[src/rtl/gmii_frame_tx.sv]
`timescale 1ns/1ps
// GMII/MII frame transmitter: preamble, SFD, body, optional zero pad and CRC32 FCS, then idle gap.
// PHY outputs are registered; in_ready depends on state/phase only and an empty input in DATA aborts the frame.
module gmii_frame_tx #(
    parameter int DATA_W         = 8,
    parameter int PREAMBLE_BYTES = 7,
    parameter int IFG_BYTES      = 12,
    parameter bit PAD_EN         = 1'b1,
    parameter bit FCS_EN         = 1'b1
) (
    input  logic              clk,
    input  logic              rst,
    input  logic [7:0]        in_data,
    input  logic              in_valid,
    input  logic              in_last,
    output logic              in_ready,
    output logic              gmii_txctrl,
    output logic [DATA_W-1:0] gmii_txdata,
    output logic              gmii_txerr,
    output logic              busy,
    output logic              underrun,
    output logic [15:0]       frame_cnt
);
    localparam bit          MII      = (DATA_W == 4);
    localparam int          IFG_CLKS = IFG_BYTES * 8 / DATA_W;
    localparam logic [9:0]  PRE_LAST = 10'(PREAMBLE_BYTES - 1);
    localparam logic [9:0]  IFG_LAST = 10'(IFG_CLKS - 1);
    localparam logic [10:0] MIN_BODY = 11'd60;

    typedef enum logic [2:0] {IDLE, PREAMBLE, SFD, DATA, DROP, PAD, FCS, IFG} state_t;

    state_t      state_q, state_d;
    logic        phase_q, phase_d;
    logic [9:0]  cnt_q, cnt_d;
    logic [10:0] body_q, body_d, body_inc;
    logic [31:0] crc_q, crc_d, fcs_word;
    logic [7:0]  hold_q, hold_d;
    logic        hold_last_q, hold_last_d;
    logic [7:0]  beat, beat_sel;
    logic        ctrl_d, err_d, urun_d;
    logic [15:0] fcnt_d;
    logic        ph_next, byte_end, fin, post, ifg_ok;

    function automatic logic [31:0] crc_upd(input logic [31:0] c, input logic [7:0] d);
        logic [31:0] r;
        r = c;
        for (int i = 0; i < 8; i++)
            r = (r >> 1) ^ (((r[0] ^ d[i]) == 1'b1) ? 32'hEDB8_8320 : 32'h0);
        return r;
    endfunction

    assign busy = (state_q != IDLE);

    always_comb begin
        state_d     = state_q;
        phase_d     = 1'b0;
        cnt_d       = cnt_q;
        body_d      = body_q;
        crc_d       = crc_q;
        hold_d      = hold_q;
        hold_last_d = hold_last_q;
        beat        = 8'h00;
        ctrl_d      = 1'b0;
        err_d       = 1'b0;
        urun_d      = 1'b0;
        fcnt_d      = frame_cnt;
        in_ready    = 1'b0;
        fin         = 1'b0;
        post        = 1'b0;
        ifg_ok      = 1'b0;
        ph_next     = MII ? ~phase_q : 1'b0;
        byte_end    = !MII || phase_q;
        body_inc    = (body_q == 11'h7FF) ? body_q : body_q + 11'd1;
        fcs_word    = ~crc_q;

        case (state_q)
            IDLE: begin
                if (in_valid) begin
                    ctrl_d  = 1'b1;
                    beat    = 8'h55;
                    phase_d = ph_next;
                    body_d  = '0;
                    cnt_d   = '0;
                    if (!byte_end)
                        state_d = PREAMBLE;
                    else if (PREAMBLE_BYTES == 1)
                        state_d = SFD;
                    else begin
                        state_d = PREAMBLE;
                        cnt_d   = 10'd1;
                    end
                end
            end
            PREAMBLE: begin
                ctrl_d  = 1'b1;
                beat    = 8'h55;
                phase_d = ph_next;
                if (byte_end) begin
                    if (cnt_q == PRE_LAST) begin
                        state_d = SFD;
                        cnt_d   = '0;
                    end else
                        cnt_d = cnt_q + 10'd1;
                end
            end
            SFD: begin
                ctrl_d  = 1'b1;
                beat    = 8'hD5;
                phase_d = ph_next;
                if (byte_end)
                    state_d = DATA;
            end
            DATA: begin
                ctrl_d = 1'b1;
                if (!phase_q) begin
                    in_ready = 1'b1;
                    if (in_valid) begin
                        beat        = in_data;
                        phase_d     = ph_next;
                        crc_d       = crc_upd(crc_q, in_data);
                        body_d      = body_inc;
                        hold_d      = in_data;
                        hold_last_d = in_last;
                        fin         = byte_end && in_last;
                    end else begin
                        // Source ran dry mid-frame: poison the frame on the wire and discard the rest.
                        err_d   = 1'b1;
                        urun_d  = 1'b1;
                        state_d = DROP;
                    end
                end else begin
                    beat = hold_q;
                    fin  = hold_last_q;
                end
            end
            DROP: begin
                in_ready = 1'b1;
                if (in_valid && in_last) begin
                    state_d = IFG;
                    cnt_d   = '0;
                    crc_d   = '1;
                end
            end
            PAD: begin
                ctrl_d  = 1'b1;
                phase_d = ph_next;
                if (!phase_q) begin
                    crc_d  = crc_upd(crc_q, 8'h00);
                    body_d = body_inc;
                end
                post = byte_end && (body_d >= MIN_BODY);
            end
            FCS: begin
                ctrl_d  = 1'b1;
                beat    = fcs_word[{cnt_q[1:0], 3'b000} +: 8];
                phase_d = ph_next;
                if (byte_end) begin
                    if (cnt_q[1:0] == 2'd3)
                        ifg_ok = 1'b1;
                    else
                        cnt_d = cnt_q + 10'd1;
                end
            end
            IFG: begin
                if (cnt_q == IFG_LAST)
                    state_d = IDLE;
                else
                    cnt_d = cnt_q + 10'd1;
            end
            default: state_d = IDLE;
        endcase

        if (fin) begin
            if (PAD_EN && (body_d < MIN_BODY))
                state_d = PAD;
            else
                post = 1'b1;
        end
        if (post) begin
            if (FCS_EN) begin
                state_d = FCS;
                cnt_d   = '0;
            end else
                ifg_ok = 1'b1;
        end
        if (ifg_ok) begin
            state_d = IFG;
            cnt_d   = '0;
            crc_d   = '1;
            fcnt_d  = frame_cnt + 16'd1;
        end

        // MII sends the low nibble of each byte first.
        beat_sel = MII ? {4'h0, (phase_q ? beat[7:4] : beat[3:0])} : beat;
    end

    always_ff @(posedge clk or posedge rst) begin
        if (rst) begin
            state_q     <= IDLE;
            phase_q     <= 1'b0;
            cnt_q       <= '0;
            body_q      <= '0;
            crc_q       <= '1;
            hold_q      <= '0;
            hold_last_q <= 1'b0;
            gmii_txctrl <= 1'b0;
            gmii_txdata <= '0;
            gmii_txerr  <= 1'b0;
            underrun    <= 1'b0;
            frame_cnt   <= '0;
        end else begin
            state_q     <= state_d;
            phase_q     <= phase_d;
            cnt_q       <= cnt_d;
            body_q      <= body_d;
            crc_q       <= crc_d;
            hold_q      <= hold_d;
            hold_last_q <= hold_last_d;
            gmii_txctrl <= ctrl_d;
            gmii_txdata <= beat_sel[DATA_W-1:0];
            gmii_txerr  <= err_d;
            underrun    <= urun_d;
            frame_cnt   <= fcnt_d;
        end
    end
endmodule
[config.mk]
export PLATFORM = sky130hd
export DESIGN_NAME = gmii_frame_tx
export DESIGN_NICKNAME = d
export VERILOG_FILES = /design/src/rtl/gmii_frame_tx.sv
export SDC_FILE = /design/constraint.sdc
export NUM_CORES = 1
export LEC_CHECK = 0
export ABC_AREA = 1
export CAP_MARGIN = 0
export CORE_ASPECT_RATIO = 1.1
export CORE_MARGIN = 2
export CORE_UTILIZATION = 45
export CTS_BUF_LIST = sky130_fd_sc_hd__clkbuf_4 sky130_fd_sc_hd__clkbuf_8 sky130_fd_sc_hd__clkbuf_16
export CTS_CLUSTER_SIZE = 20
export DETAILED_ROUTE_END_ITERATION = 10
export PLACE_DENSITY = 0.63
export SLEW_MARGIN = 10
export SYNTH_ARGS = -nofsm -noshare
export SYNTH_HDL_FRONTEND = slang
export SYNTH_SLANG_ARGS = --single-unit
[constraint.sdc]
create_clock -name clk -period 3.7 [get_ports clk]
set_input_delay 0.74 -clock clk [delete_from_list [all_inputs] [get_ports clk]]
set_output_delay 0.74 -clock clk [all_outputs]
set_load 0.005 [all_outputs]
## Yosys cells after proc, flatten, opt, wreduce, memory -nomap -nowiden

Index checks and enable logic that the tools add are counted.

| operators by class | value |
|---|---|
| add/sub/neg operators | 3 |
| multiply operators | 0 |
| div/mod/pow operators | 0 |
| order comparisons | 2 |
| eq/ne operators | 17 |
| shifts and indexed selects | 1 |
| mux-type cells | 58 |
| bitwise gates (word level) | 25 |
| reduce and logical (&&, ||, !) cells | 9 |

Operators by type and width:

| kind | count |
|---|---|
| $mux 32 | 19 |
| $xor 31x32->32 | 16 |
| $pmux 32 s3 | 1 |
| $mux 10 | 7 |
| $pmux 10 s5 | 1 |
| $mux 11 | 4 |
| $pmux 8 s5 | 1 |
| $pmux 11 s3 | 1 |
| $not 32->32 | 1 |
| $shiftx 32x6->8 | 1 |
| $mux 3 | 9 |
| $pmux 3 s6 | 1 |
| $add 16x1->16 const B | 1 |
| $ne 4x4->1 const B | 4 |
| $eq 3x3->1 const B | 4 |
| $add 11x1->11 const B | 1 |
| $eq 11x11->1 const B | 1 |
| $ge 11x6->1 const B | 1 |
| $lt 11x6->1 const B | 1 |
| $mux 1 | 11 |
| $add 10x1->10 const B | 1 |
| $eq 10x3->1 const B | 1 |
| $eq 10x4->1 const B | 1 |
| $mux 8 | 1 |
| 16 further kinds | 25 |

| storage, ports and cells | value |
|---|---|
| flip-flop bits (word level) | 82 |
| bits in latches | 0 |
| memory bits (writable) | 0 |
| ROM bits | 0 |
| input port bits | 12 |
| output and inout port bits | 29 |
| logic and storage cells | 123 |
| memories | 0 |

## Logic depth before layout (Yosys ltp)

| logic depth | value |
|---|---|
| word-level depth | 27 |
| mapped depth | 17 |
| mapped depth without buffers | 16 |

## Worst setup path after synthesis

No wires, ideal clock.

| timing | value |
|---|---|
| kind | input port to flip-flop |
| start point | input in_data[0] |
| end point | register crc_q[18] |
| setup time | 0.078 ns |
| arrival | 2.045 ns |
| required time | 3.622 ns |
| slack | 1.577 ns |
| stages | 14 |
| buffers on the path | 0 |
| cell sequence | inv_1 > nand2_1 > nand2_1 > inv_1 > nand2_1 > nand2_1 > inv_1 > nand2_1 > nand2_1 > or2_2 > nand3_1 > nand3_1 > o21ai_0 > inv_1 |

| on the way | value |
|---|---|
| word-level cells in the longest chain between the ends | 15 |

RTL lines:

| element | RTL line | source |
|---|---|---|
| start: declaration | 13 | `input logic [7:0] in_data,` |
| $xor 1x1->1 | 48 | `r = (r >> 1) ^ (((r[0] ^ d[i]) == 1'b1) ? 32'hEDB8_8320 : 32'h0);` |
| $mux 32 | 48 |  |
| $xor 31x32->32 (6 in a row) | 48 |  |
| $xor 1x1->1 | 48 |  |
| $mux 32 | 48 |  |
| $xor 31x32->32 (2 in a row) | 48 |  |
| $mux 32 | 117 | `if (in_valid) begin` |
| $pmux 32 s3 | 76 | `case (state_q)` |
| $mux 32 | 186 | `if (ifg_ok) begin` |
| end signal: assignment | 216 | `crc_q <= crc_d;` |
| end: declaration | 36 | `logic [31:0] crc_q, crc_d, fcs_word;` |

Every way passes these cells. The select of a mux whose other input is x is not followed.
A chain may end at the register's enable or synchronous reset.

## Final worst setup path

| timing | value |
|---|---|
| start point | register state_q[1] |
| end point | output in_ready |

| on the way | value |
|---|---|
| word-level cells in the longest chain between the ends | 3 |
| elaborated cells on any way between the ends | 4 |
| those cells by class | eq/ne (2); mux (1); reduce/logical (1) |

RTL lines:

| element | RTL line | source |
|---|---|---|
| start: declaration | 32 | `state_t state_q, state_d;` |
| start signal: assignment | 212 | `state_q <= state_d;` |
| $eq 3x3->1 / $eq 3x2->1 (equally long branches) | 76 |  |
| $reduce_or 2->1 (no source line) * | -- |  |
| $mux 1 * | -- |  |
| end: declaration | 16 | `output logic in_ready,` |

Every way passes the cells marked *; elsewhere a longest branch is shown, timed or not.

==> flow_summary.json <==
{
  "internal_power_mw": 3.71,
  "ys_seq_area_share_pct": 32.5,
  "clk_latency_ns": 0.35,
  "gp_congestion": 0.867,
  "root_buffer": "clkbuf_16",
  "diodes": 0,
  "cts_setup_buffers": 0,
  "finalCritPeriodShare_pct": 75.0,
  "grt_max_degree": 51,
  "final_hold_viol_count": 0,
  "end_kind": "output pin",
  "die_y_um": 129,
  "via_per_inst": 5.22,
  "drive_above_1_share_pct": 10.4,
  "status": "finished, final reports clean",
  "clockBufferDepth": 2,
  "tritoncts": "yes",
  "combPwrFrac_pct": 62.3,
  "slew_headroom_pct": 37.0,
  "ctsResizeCount": 0,
  "peakVddDrop_mv": 0.417,
  "track_usage_pct": 24.3,
  "arrival_ns": 2.04,
  "wl_um": 17900,
  "leakagePower_nw": 3.52,
  "ant_nets": 0,
  "vias": 5881,
  "cts_hold_buffers": 0,
  "die_area_sq_um": 15300,
  "overflow": 0,
  "core_area_sq_um": 13900,
  "clk_pin_slew_ns": 0.07,
  "yosys_warnings": 0,
  "slew_violations": 0,
  "switching_share_pct": 49.9,
  "dr.pass1.iters": 6,
  "clkSinkCount": 82,
  "worst_pin_slew_ns": 0.943,
  "start_kind": "flop",
  "yosys_register_bits": 82,
  "area_delta_synth_final_pct": 15.1,
  "ys_types": 49,
  "start_util_pct": 46.2,
  "critPathMaxStageDelay_ns": 0.52,
  "cpMostUsedCell": "nand2_1",
  "syn_area_sq_um": 6430,
  "htree_num_levels": 3,
  "drt_iter0_markers": 389,
  "synth_edf_count": 0,
  "cap_violations": 0,
  "p_seq_share_pct": 23.3,
  "required_ns": 2.96,
  "syn_nets": 909,
  "rows": 45,
  "drcViolationCount": 0,
  "grt_first_pass_wirelength_um": 28900,
  "fill_cells": 1378,
  "synthArstFlopShare_pct": 100,
  "hp-class": "reg2reg",
  "pin_count": 41,
  "rsz0062_at_grt": "no",
  "p_clk_share_pct": 14.4,
  "synthFlopType": "dfrtp_1",
  "syn_inst": 893,
  "critPathSlowestCell": "clkdlybuf4s50_1",
  "timing.setup.tns_ns": 0,
  "crit_type": "reg2out",
  "fin_crit_ns": 2.78,
  "crit_chain": "inv_2 > nand2_1 > nor2_1 > inv_1 > nand2_1 > clkdlybuf4s50_1",
  "die_x_um": 118,
  "cts_buffers": 9,
  "power.switching_mw": 3.69,
  "path_max_fanout": 7,
  "wl_per_cell_um": 15.9,
  "fmax_mhz": 360,
  "power_density_nw_per_um2": 999,
  "synth_area_per_cell_sq_um": 7.20,
  "grt_pass1_vias": 5458,
  "port_buffers": 40,
  "antenna_found_initial": 0,
  "setup_viol": 0,
  "final_nets": 949,
  "fin_worst_skew_ns": 0.00837,
  "post-route-util_pct": 53.2,
  "dp.final_hpwl_um": 13200
}
## metrics by stage
step | power [mW] | hold WS (ns) | worst slack (ns) | std cells | area (sq um)
finish | 7.39 | 0.474 | 0.924 | 1126 | 7400
global route | 8.07 | 0.500 | 0.769 | 1126 | 7400
detailed placement | 6.26 | 0.466 | 0.679 | 1110 | 7050
global placement | 6.26 | 0.461 | 0.733 | 1110 | 7050
CTS | 7.37 | 0.479 | 0.944 | 1126 | 7400
floorplan | 5.06 | 0.456 | 0.905 | 893 | 6430
## power groups by stage
stage / Sequential (mW) / Clock, mW / Combinational, mW
global route: 1.76 / 1.12 / 5.19
global placement: 1.73 / 0 / 4.54
detailed placement: 1.73 / 0 / 4.54
finish: 1.72 / 1.07 / 4.61
floorplan: 1.47 / 0 / 3.60
CTS: 1.71 / 1.09 / 4.57
## kinds of logic after synthesis
group	Yosys count	share of synthesized area, %
adders and majority gates	4	0.778
DFF	82	32.5
xor gates and xnor gates	126	17.5
buffers and inverters	150	9.50
AOI/OAI and AO/OA	141	12.4
muxes	2	0.311
and+or+nand+nor	388	26.9
## final timing paths
kind | startpoint | end | slack, ns | cells after the start
max | state_q[1] | in_ready | 0.92 | 6
max reg2reg | cnt_q[0] | cnt_q[9] | 1.05 | 9
min | frame_cnt[15] | frame_cnt[15] | 0.47 | 1
max in group asynchronous | rst | body_q[1] | 2.13 | 3
min reg2reg | frame_cnt[15] | frame_cnt[15] | 0.47 | 1
min in group asynchronous | rst | frame_cnt[4] | 0.90 | 2
## state kept, by name, indices dropped and copies added (netlist names)
| register | cells |
|---|---|
| body_q | 11 |
| crc_q | 32 |
| frame_cnt | 16 |
| state_q | 3 |
| gmii_txdata | 8 |
| cnt_q | 10 |
| underrun | 1 |
| gmii_txctrl | 1 |
## worst max-delay path, delay by kind of cell (launching register included)
kind          cells  cell delay (ns)
buf+inv           3             0.81
flops             1             0.48
simple gates      3             0.41
## cell usage after synthesis, types with 7 or more instances
| cell | instances | area share (%) |
|---|---|---|
| nand2_1 | 209 | 12 |
| inv_1 | 116 | 6.8 |
| xor2_1 | 85 | 12 |
| nor2_1 | 76 | 4.4 |
| o21ai_0 | 63 | 4.9 |
| nand3_1 | 58 | 4.5 |
| dfrtp_1 | 50 | 19 |
| a21oi_1 | 38 | 3.0 |
| xnor2_1 | 38 | 5.2 |
| dfstp_2 | 32 | 13 |
| buf_2 | 12 | 0.93 |
| a32oi_1 | 9 | 1.2 |
| clkbuf_1 | 9 | 0.53 |
| nor3_1 | 8 | 0.62 |
| o22ai_1 | 8 | 0.78 |
| nand4_1 | 7 | 0.68 |
## per-layer routing
layer | track usage [%] | routed length [um] | vias to the layer above
met2 | 39.5 | 8360 | 196
met4 | 10.3 | 460 | 0
met3 | 3.92 | 1010 | 34
met1 | 32.5 | 8020 | 2716
li1 | - | - | 2935
met5 | 0 | 0 | -
## layout by cell type (no fill, tap or decap), types with 6 or more instances in the layout
cell type	instances
nand3_1	58
a21oi_1	38
buf_4	15
nand2_1	209
nor2_1	76
clkdlybuf4s50_1	40
inv_1	115
dfstp_2	32
dfrtp_1	50
xor2_1	85
a32oi_1	9
nor3_1	8
o21ai_0	63
or2_2	6
a21boi_0	6
clkbuf_16	9
nand4_1	7
xnor2_1	38
o22ai_1	8
## area by class of cell
class | count | area (sq um) | share of cell area (%)
multi-input cells | 661 | 3730 | 50.4
well taps | 188 | 235 | 3.18
inverters | 123 | 465 | 6.29
clock inverters | 7 | 124 | 1.67
clock buffers | 9 | 225 | 3.04
flip-flops and latches | 82 | 2090 | 28.3
repair buffers | 56 | 533 | 7.20
(Power assumes the default switching activity.)
